===== src/rtl/prog_stream_loader_if.sv =====
// Byte-stream handshake plus the SRAM program-write bus driven by the loader.
interface prog_stream_loader_if #(
  parameter int AW = 20
);
  logic          s_valid;
  logic [7:0]    s_data;
  logic          s_last;
  logic          s_ready;
  logic          prog_wen;
  logic [AW-1:0] prog_waddr;
  logic [127:0]  prog_wdata;

  modport master (
    output s_valid, s_data, s_last,
    input  s_ready, prog_wen, prog_waddr, prog_wdata
  );

  modport slave (
    input  s_valid, s_data, s_last,
    output s_ready, prog_wen, prog_waddr, prog_wdata
  );
endinterface


===== src/rtl/prog_stream_loader.sv =====
// Packs a byte stream into 128-bit words and writes them to the SRAM program port
// at consecutive word addresses, holding the CPU in reset while loading.
module prog_stream_loader #(
  parameter int AW    = 20,
  parameter int BYTES = 16
) (
  input  logic                 pll_core_cpuclk,
  input  logic                 prog_rst,
  input  logic                 load_start,
  input  logic [AW-1:0]        load_base,
  prog_stream_loader_if.slave  bus,
  output logic                 cpu_hold_rst,
  output logic                 load_done,
  output logic                 load_err,
  output logic [AW:0]          words_written,
  output logic [7:0]           checksum
);
  localparam int CW = $clog2(BYTES);

  typedef enum logic [1:0] {IDLE, LOAD, WRITE, DONE} state_t;

  state_t                  state;
  logic [AW-1:0]           word_addr;
  logic [CW-1:0]           byte_cnt;
  logic                    last_seen;
  logic [BYTES-1:0][7:0]   buffer;
  logic [BYTES-1:0][7:0]   buf_nxt;

  // Buffer image including the byte being accepted this cycle, so the final
  // byte of a word reaches prog_wdata without an extra cycle.
  for (genvar k = 0; k < BYTES; k++) begin : g_lane
    assign buf_nxt[k] = (byte_cnt == CW'(k)) ? bus.s_data : buffer[k];
  end

  always_ff @(posedge pll_core_cpuclk) begin
    if (prog_rst) begin
      state          <= IDLE;
      word_addr      <= '0;
      byte_cnt       <= '0;
      last_seen      <= 1'b0;
      buffer         <= '0;
      words_written  <= '0;
      checksum       <= '0;
      load_err       <= 1'b0;
      load_done      <= 1'b0;
      cpu_hold_rst   <= 1'b0;
      bus.s_ready    <= 1'b0;
      bus.prog_wen   <= 1'b0;
      bus.prog_waddr <= '0;
      bus.prog_wdata <= '0;
    end else begin
      bus.prog_wen <= 1'b0;
      case (state)
        IDLE, DONE: begin
          if (load_start) begin
            state         <= LOAD;
            word_addr     <= load_base;
            byte_cnt      <= '0;
            buffer        <= '0;
            words_written <= '0;
            checksum      <= '0;
            load_err      <= 1'b0;
            load_done     <= 1'b0;
            cpu_hold_rst  <= 1'b1;
            bus.s_ready   <= 1'b1;
          end
        end
        LOAD: begin
          if (bus.s_valid) begin
            buffer   <= buf_nxt;
            checksum <= checksum + bus.s_data;
            byte_cnt <= byte_cnt + 1'b1;
            if (byte_cnt == CW'(BYTES - 1) || bus.s_last) begin
              state          <= WRITE;
              last_seen      <= bus.s_last;
              bus.s_ready    <= 1'b0;
              bus.prog_wen   <= 1'b1;
              bus.prog_waddr <= word_addr;
              bus.prog_wdata <= buf_nxt;
            end
          end
        end
        WRITE: begin
          words_written <= words_written + 1'b1;
          if (last_seen || word_addr == '1) begin
            // Top of the address space ends the load rather than wrapping.
            state        <= DONE;
            load_err     <= ~last_seen;
            load_done    <= 1'b1;
            cpu_hold_rst <= 1'b0;
          end else begin
            state       <= LOAD;
            word_addr   <= word_addr + 1'b1;
            byte_cnt    <= '0;
            buffer      <= '0;
            bus.s_ready <= 1'b1;
          end
        end
        default: state <= IDLE;
      endcase
    end
  end
endmodule


===== src/flat_wrapper.sv =====
// flat-port wrapper written by rule: the top's interface ports become plain ports
module prog_stream_loader_flat 
#(
  parameter int AW    = 20,
  parameter int BYTES = 16
)
  (pll_core_cpuclk, prog_rst, load_start, load_base, cpu_hold_rst, load_done, load_err, words_written, checksum, bus_s_valid, bus_s_data, bus_s_last, bus_s_ready, bus_prog_wen, bus_prog_waddr, bus_prog_wdata);
  prog_stream_loader_if #(.AW(AW)) bus_i ();
  input  logic pll_core_cpuclk;
  input  logic prog_rst;
  input  logic load_start;
  input  logic [AW-1:0] load_base;
  output logic cpu_hold_rst;
  output logic load_done;
  output logic load_err;
  output logic [AW:0] words_written;
  output logic [7:0] checksum;
  input wire logic [$bits(bus_i.s_valid)-1:0] bus_s_valid;
  input wire logic [$bits(bus_i.s_data)-1:0] bus_s_data;
  input wire logic [$bits(bus_i.s_last)-1:0] bus_s_last;
  output wire logic [$bits(bus_i.s_ready)-1:0] bus_s_ready;
  output wire logic [$bits(bus_i.prog_wen)-1:0] bus_prog_wen;
  output wire logic [$bits(bus_i.prog_waddr)-1:0] bus_prog_waddr;
  output wire logic [$bits(bus_i.prog_wdata)-1:0] bus_prog_wdata;
  assign bus_i.s_valid = bus_s_valid;
  assign bus_i.s_data = bus_s_data;
  assign bus_i.s_last = bus_s_last;
  assign bus_s_ready = bus_i.s_ready;
  assign bus_prog_wen = bus_i.prog_wen;
  assign bus_prog_waddr = bus_i.prog_waddr;
  assign bus_prog_wdata = bus_i.prog_wdata;
  prog_stream_loader #(.AW(AW), .BYTES(BYTES)) u_core (.pll_core_cpuclk(pll_core_cpuclk), .prog_rst(prog_rst), .load_start(load_start), .load_base(load_base), .bus(bus_i), .cpu_hold_rst(cpu_hold_rst), .load_done(load_done), .load_err(load_err), .words_written(words_written), .checksum(checksum));
endmodule

===== config.mk =====
export PLATFORM = sky130hd
export DESIGN_NAME = prog_stream_loader_flat
export DESIGN_NICKNAME = d
export VERILOG_FILES = /design/src/rtl/prog_stream_loader_if.sv /design/src/rtl/prog_stream_loader.sv /design/src/flat_wrapper.sv
export SDC_FILE = /design/constraint.sdc
export NUM_CORES = 1
export LEC_CHECK = 0
export ABC_AREA = 1
export BUFFER_PORTS_ARGS = -buffer_cell sky130_fd_sc_hd__buf_4
export CAP_MARGIN = 10
export CORE_ASPECT_RATIO = 0.75
export CORE_UTILIZATION = 45
export DETAILED_ROUTE_END_ITERATION = 10
export PLACE_DENSITY_LB_ADDON = 0.12
export SYNTH_ARGS = -nofsm -noshare
export SYNTH_HDL_FRONTEND = slang
export SYNTH_SLANG_ARGS = --single-unit

===== constraint.sdc =====
create_clock -name pll_core_cpuclk -period 2.5 [get_ports pll_core_cpuclk]
set_input_delay 0.125 -clock pll_core_cpuclk [delete_from_list [all_inputs] [get_ports pll_core_cpuclk]]
set_output_delay 0.125 -clock pll_core_cpuclk [all_outputs]
set_load 0.1 [all_outputs]

Word level (Yosys, flattened, before mapping)
Cells that the tools add are included.
- memories kept: 0
- RAM bits: 0
- register bits after elaboration: 337
- output and inout port bits: 182
- latch bits: 0
- bits in read-only memories: 0
- word-level logic and storage cells: 126
- input bits: 33
- equal/unequal tests: 24
- multiplexer cells: 50
- $mul: 0
- add/sub/neg operators: 4
- $lt $le $gt $ge: 0
- reductions and logical operators: 16
- div/mod/pow operators: 0
- shifts and indexed selects: 0
- bitwise gates (word level): 3
- operators by type and width (cell ; count):
    128-bit two-way mux ; 3
    128-bit one-hot mux with 3 select lines ; 1
    8-bit two-way mux ; 18
    21-bit one-hot mux with 2 select lines ; 1
    20-bit two-way mux ; 2
    20-bit one-hot mux with 2 select lines ; 1
    4-bit == test (second input constant) ; 8
    21-bit by 1-bit adder with 21-bit output (second input constant) ; 1
    21-bit two-way mux ; 1
    20-bit by 1-bit adder with 20-bit output (second input constant) ; 1
    20-bit == test (second input constant) ; 1
    3-bit AND reduction ; 6
    4-bit by 3-bit == test with 1-bit output (second input constant) ; 4
    8-bit one-hot mux with 2 select lines ; 1
    4-bit two-way mux ; 3
    4-bit one-hot mux with 3 select lines ; 1
    1-bit two-way mux ; 9
    8-bit adder ; 1
    4-bit by 2-bit == test with 1-bit output (second input constant) ; 2
    2-bit two-way mux ; 4
    2-bit != test (second input constant) ; 3
    1-bit one-hot mux with 2 select lines ; 3
    2-bit one-hot mux with 3 select lines ; 1
    4-bit by 1-bit adder with 4-bit output (second input constant) ; 1
    other kinds (14) ; 20

Longest topological paths before layout
- depth after elaboration: 5
- mapped depth: 12
- mapped depth without buffers: 12

Worst setup path before layout
No wires, ideal clock.
- kind: reg-to-reg
- from: register u_core.words_written[0]
- to: register u_core.words_written[20]
- data required time: 2.387 ns
- setup slack: 0.132 ns
- setup time: 0.113 ns
- data arrival time: 2.254 ns
- clock period less this slack: 2.368 ns
- path buffers: 0
- cell stages (with the launch flop): 9
- cells stage by stage: dfxtp_1 -> ha_1 -> nand3_1 -> nor3_2 -> nand3_1 -> nor2_1 -> nand2_1 -> nor2_1 -> nor2_1
- word-level cells in the longest chain between the ends: 2
- RTL lines (element ; line ; source):
    from (decl) ; prog_stream_loader.sv:15 ; output logic [AW:0] words_written,
    from (signal assigned) ; prog_stream_loader.sv:84 ; words_written <= words_written + 1'b1;
    21-bit by 1-bit adder with 21-bit output ; prog_stream_loader.sv:84 ;
    21-bit one-hot mux with 2 select lines ; prog_stream_loader.sv:53 ; case (state)
No other way between the ends.
A chain may end at the register's enable or synchronous reset.

Worst setup path after layout
- from: register u_core.state[0]
- to: register u_core.words_written[13]
- word-level cells in the longest chain between the ends: 4
- elaborated cells between the ends (all ways): 8
- those cells by class: eq/ne (3); mux (1); reduce/logical (4)
- RTL lines (element ; line ; source):
    from (decl) ; prog_stream_loader.sv:22 ; state_t state;
    from (signal assigned) ; prog_stream_loader.sv:37 ; state <= IDLE;
    from (signal assigned) ; prog_stream_loader.sv:56 ; state <= LOAD;
    from (signal assigned) ; prog_stream_loader.sv:74 ; state <= WRITE;
    2-bit == test or 2-bit zero test (tied branches) ; prog_stream_loader.sv:53 ;
    2-bit OR reduction ; prog_stream_loader.sv:53 ;
    2-bit != test (no source line) or 2-bit nonzero test (tied branches) ; n/a ;
    2-bit AND reduction (no source line) ; n/a ;
Several ways; a longest one is shown, not always the timed one.

==> flow_summary_export.csv <==
group,metric,value,unit
clock_network,clk-insertion-delay-late,0.54,ns
timing,fmax,0.434,GHz
worst_setup_path,critPathMaxFanout,12,
grt,globalRoute.totalOverflow,0,
yosys,synth_top_cells_by_area,"dfxtp_1 (46%), nand2_1 (18%), a21oi_1 (11%)",
placement,io_buffer_count,214,
worst_setup_path,timing.rr.end,"u_core.words_written[13]",
timing,hold_viol,0,
yosys,ys_top_cells_by_count,"nand2_1 (701), dfxtp_1 (337), a21oi_1 (319)",
layout,drive_gt1_frac,0.153,
power,power.internal,10.1,mW
layout,syn2layout_area_growth,22.3,%
grt,antenna_found_initial,0,
timing,skew,0.0209,ns
flow_run,cap_violations,0,
yosys,yosysWarnings,0,
drt,drt-initial-drc-count,1280,
min_path,min_to,"u_core.word_addr[6]",
drt,detail-route-antenna-nets,0,
timing,rsz0062_at_grt,"false",
worst_setup_path,worstSetupStartpointType,"flop",
yosys,syn_inst,2093,
power,power.density,881,nW/um^2
worst_setup_path,crit_type,"flop to flop",
worst_setup_path,reg2reg_from,"u_core.state[0]",
timing,tns,0,ns
grt,grt_usage,0.252,
timing,drv_slew,0,
floorplan,ios,215,
yosys,synth_edf_count,0,
clock_network,path_clk_slew,0.06,ns
timing,fin_ws,0.198,ns
timing,relSlewSlack,0.297,
floorplan,start_util,0.457,
power,switching_power,5.84,mW
worst_setup_path,end_kind,"flop",
worst_setup_path,required,2.93,ns
min_path,hp-class,"primary input to flop",
drt,drt-pass1-iter-count,5,
clock_network,cts_tree,"yes",
power,peakVddDrop,506,uV
clock_network,clockRootBuffer,"clkbuf_16",
drt,wire_per_inst,16.1,um
yosys,synth_flop_cell,"dfxtp_1",
clock_network,cts_buffer_depth,3,
placement,place_hpwl,27.2,mm
worst_setup_path,worstPathArrival,2.74,ns
clock_network,clock-sinks,337,
min_path,min_path_cells,5,
grt,grt_max_degree,215,
min_path,hp-start,"load_base[6]",
clock_network,htree_levels,2,
yosys,async_reset_ff_frac,0,
timing,worst_slew_pin_slew,1.05,ns
drt,num_vias,14600,
worst_setup_path,reg2regPathDepth,11,
yosys,ys_seq_area_frac,0.456,
outcome,status,"finished, final reports clean",
timing,whs,0.0258,ns
clock_network,cts_buffers,37,
placement,gp_congestion,0.856,
floorplan,coreArea,32400,sq um
yosys,ys_ff_latch,337,
power,seqPwrFrac,0.380,
placement,post-place-ws,0.194,ns
drt,via_per_inst,5.36,
timing,min_period_over_period,0.921,
layout,final_nets,2299,
yosys,synth_top_area_share,0.456,
yosys,syn-cell-area,14800,sq um
power,share_comb_of_total_power,0.271,
grt,grt_pass1_vias,13100,
yosys,yosysMostFrequentCell,"nand2_1",
yosys,avgSynthCellArea,7.06,sq um
timing,timing.final.crit_period,2.30,ns
grt,grt_first_pass_wirelength,69.2,mm
drt,drt-total-wl,43.8,mm
yosys,yosys.area.top_type,"dfxtp_1",
drt,drc,0,
floorplan,rows,57,
floorplan,fp.dieArea,33600,sq um
worst_setup_path,reg2reg_slack,0.20,ns
yosys,synth.distinct_cells,41,
floorplan,fp.dieH,159,um
power,swShare,0.367,
power,leakage,6.84,nW
floorplan,fp.dieW,211,um
power,p_clk_frac,0.349,
timing,setup_viol,0,
yosys,synth_fp_nets,2143,
==> metal layers <==
layer | part of all wire | GRT usage | wire (um)
met1 | 0.48 | 0.378 | 20900
met2 | 0.44 | 0.374 | 19200
met3 | 0.071 | 0.0434 | 3100
met4 | 0.014 | 0.0580 | 616
met5 | 0 | 0 | 0
==> layout make-up <==
| cell class | count | area (sq um) |
|---|---|---|
| Fill cell | 3134 | 14300 |
| Multi-Input combinational cell | 1527 | 7020 |
| Sequential cell | 337 | 6750 |
| Timing Repair Buffer | 266 | 2210 |
| Clock buffer | 52 | 1110 |
| Tap cell | 442 | 553 |
| Inverter | 80 | 309 |
| Clock inverter | 13 | 129 |
| Antenna cell | 1 | 2.50 |
==> worst max-delay path: stages, from the launching register on <==
cell and delay [ns]:
dfxtp_1 0.39, inv_1 0.06, ha_1 0.36, nand2_1 0.18, o21ai_2 0.12, inv_2 0.07, buf_4 0.20, nand4_1 0.21
o21ai_0 0.37, o211ai_1 0.15, nand2_1 0.08, inv_1 0.04
==> cell families after synthesis <==
family	count (synthesis)	share of synthesized area
xor+xnor	3	0.00178
buf+inv	229	0.0702
simple gates	992	0.277
compound gates	515	0.179
flops	337	0.456
fa+ha+maj	17	0.0149
==> placed cells by master (no fill, tap or decap), types with 2 or more instances in the layout <==
master and count:
bufinv_16 2, nor3_1 5, buf_12 9, o31ai_1 4, o21bai_1 3, nand2_2 11
nand3_1 181, nor2_1 64, nand4_1 14, or2_2 2, clkbuf_1 4, o21ai_1 2
dlygate4sd3_1 20, nand2_4 4, a21oi_1 319, nand3_2 2, nor2_4 3, ha_1 16
a21boi_0 2, a21oi_2 10, inv_6 2, inv_2 4, dfxtp_1 337, clkinv_2 8
xor2_1 3, buf_4 233, nand2_1 701, clkbuf_8 9, clkbuf_16 40, inv_1 73
o21ai_0 170
==> sequential cells by signal, summed over array words and instances (netlist names), 2 cells and up <==
name	flops
u_core.bus.prog_wdata	128
u_core.bus.prog_waddr	20
u_core.words_written	21
u_core.byte_cnt	4
u_core.checksum	8
u_core.word_addr	20
u_core.state	2
u_core.buffer	128
==> what timing repair did <==
item / CTS / global route
setup buffers: 0 / 2
gates resized for setup: 0 / 7
hold buffers: 20 / 0
setup endpoints to repair: 0 / 33
hold endpoints to repair: 20 / 0
==> worst max-delay path by stage <==
stage | from | end | slack (ns) | cells past startpoint
finish | u_core.state[0] | u_core.words_written[13] | 0.20 | 11
global route | u_core.state[0] | u_core.words_written[13] | 0.007 | 11
CTS | u_core.state[0] | u_core.words_written[13] | 0.17 | 12
detailed placement | u_core.state[0] | u_core.buffer[58] | 0.19 | 9
global placement | u_core.byte_cnt[0] | u_core.bus.prog_wdata[77] | 0.20 | 10
floorplan | u_core.words_written[0] | u_core.words_written[20] | 0.13 | 8
==> power groups by stage <==
| stage | clock [mW] | combinational, mW | sequential [mW] |
|---|---|---|---|
| detailed placement | 0 | 4.21 | 6.15 |
| floorplan | 0 | 2.47 | 6.92 |
| CTS | 5.66 | 4.25 | 6.04 |
| finish | 5.57 | 4.32 | 6.05 |
| global route | 5.88 | 4.66 | 6.09 |
| global placement | 0 | 4.17 | 6.14 |
==> metrics by stage <==
stage / std cells / util / instance area, sq um / power (mW)
final: 2718 / 0.558 / 18100 / 15.9
after detailed placement: 2629 / 0.512 / 16600 / 10.4
after floorplan: 2093 / - / 14800 / 9.38
after CTS: 2714 / 0.557 / 18000 / 15.9
after global placement: 2629 / 0.512 / 16600 / 10.3
after global routing: 2717 / 0.558 / 18100 / 16.6
No activity file was read; power rests on OpenSTA's default activity.
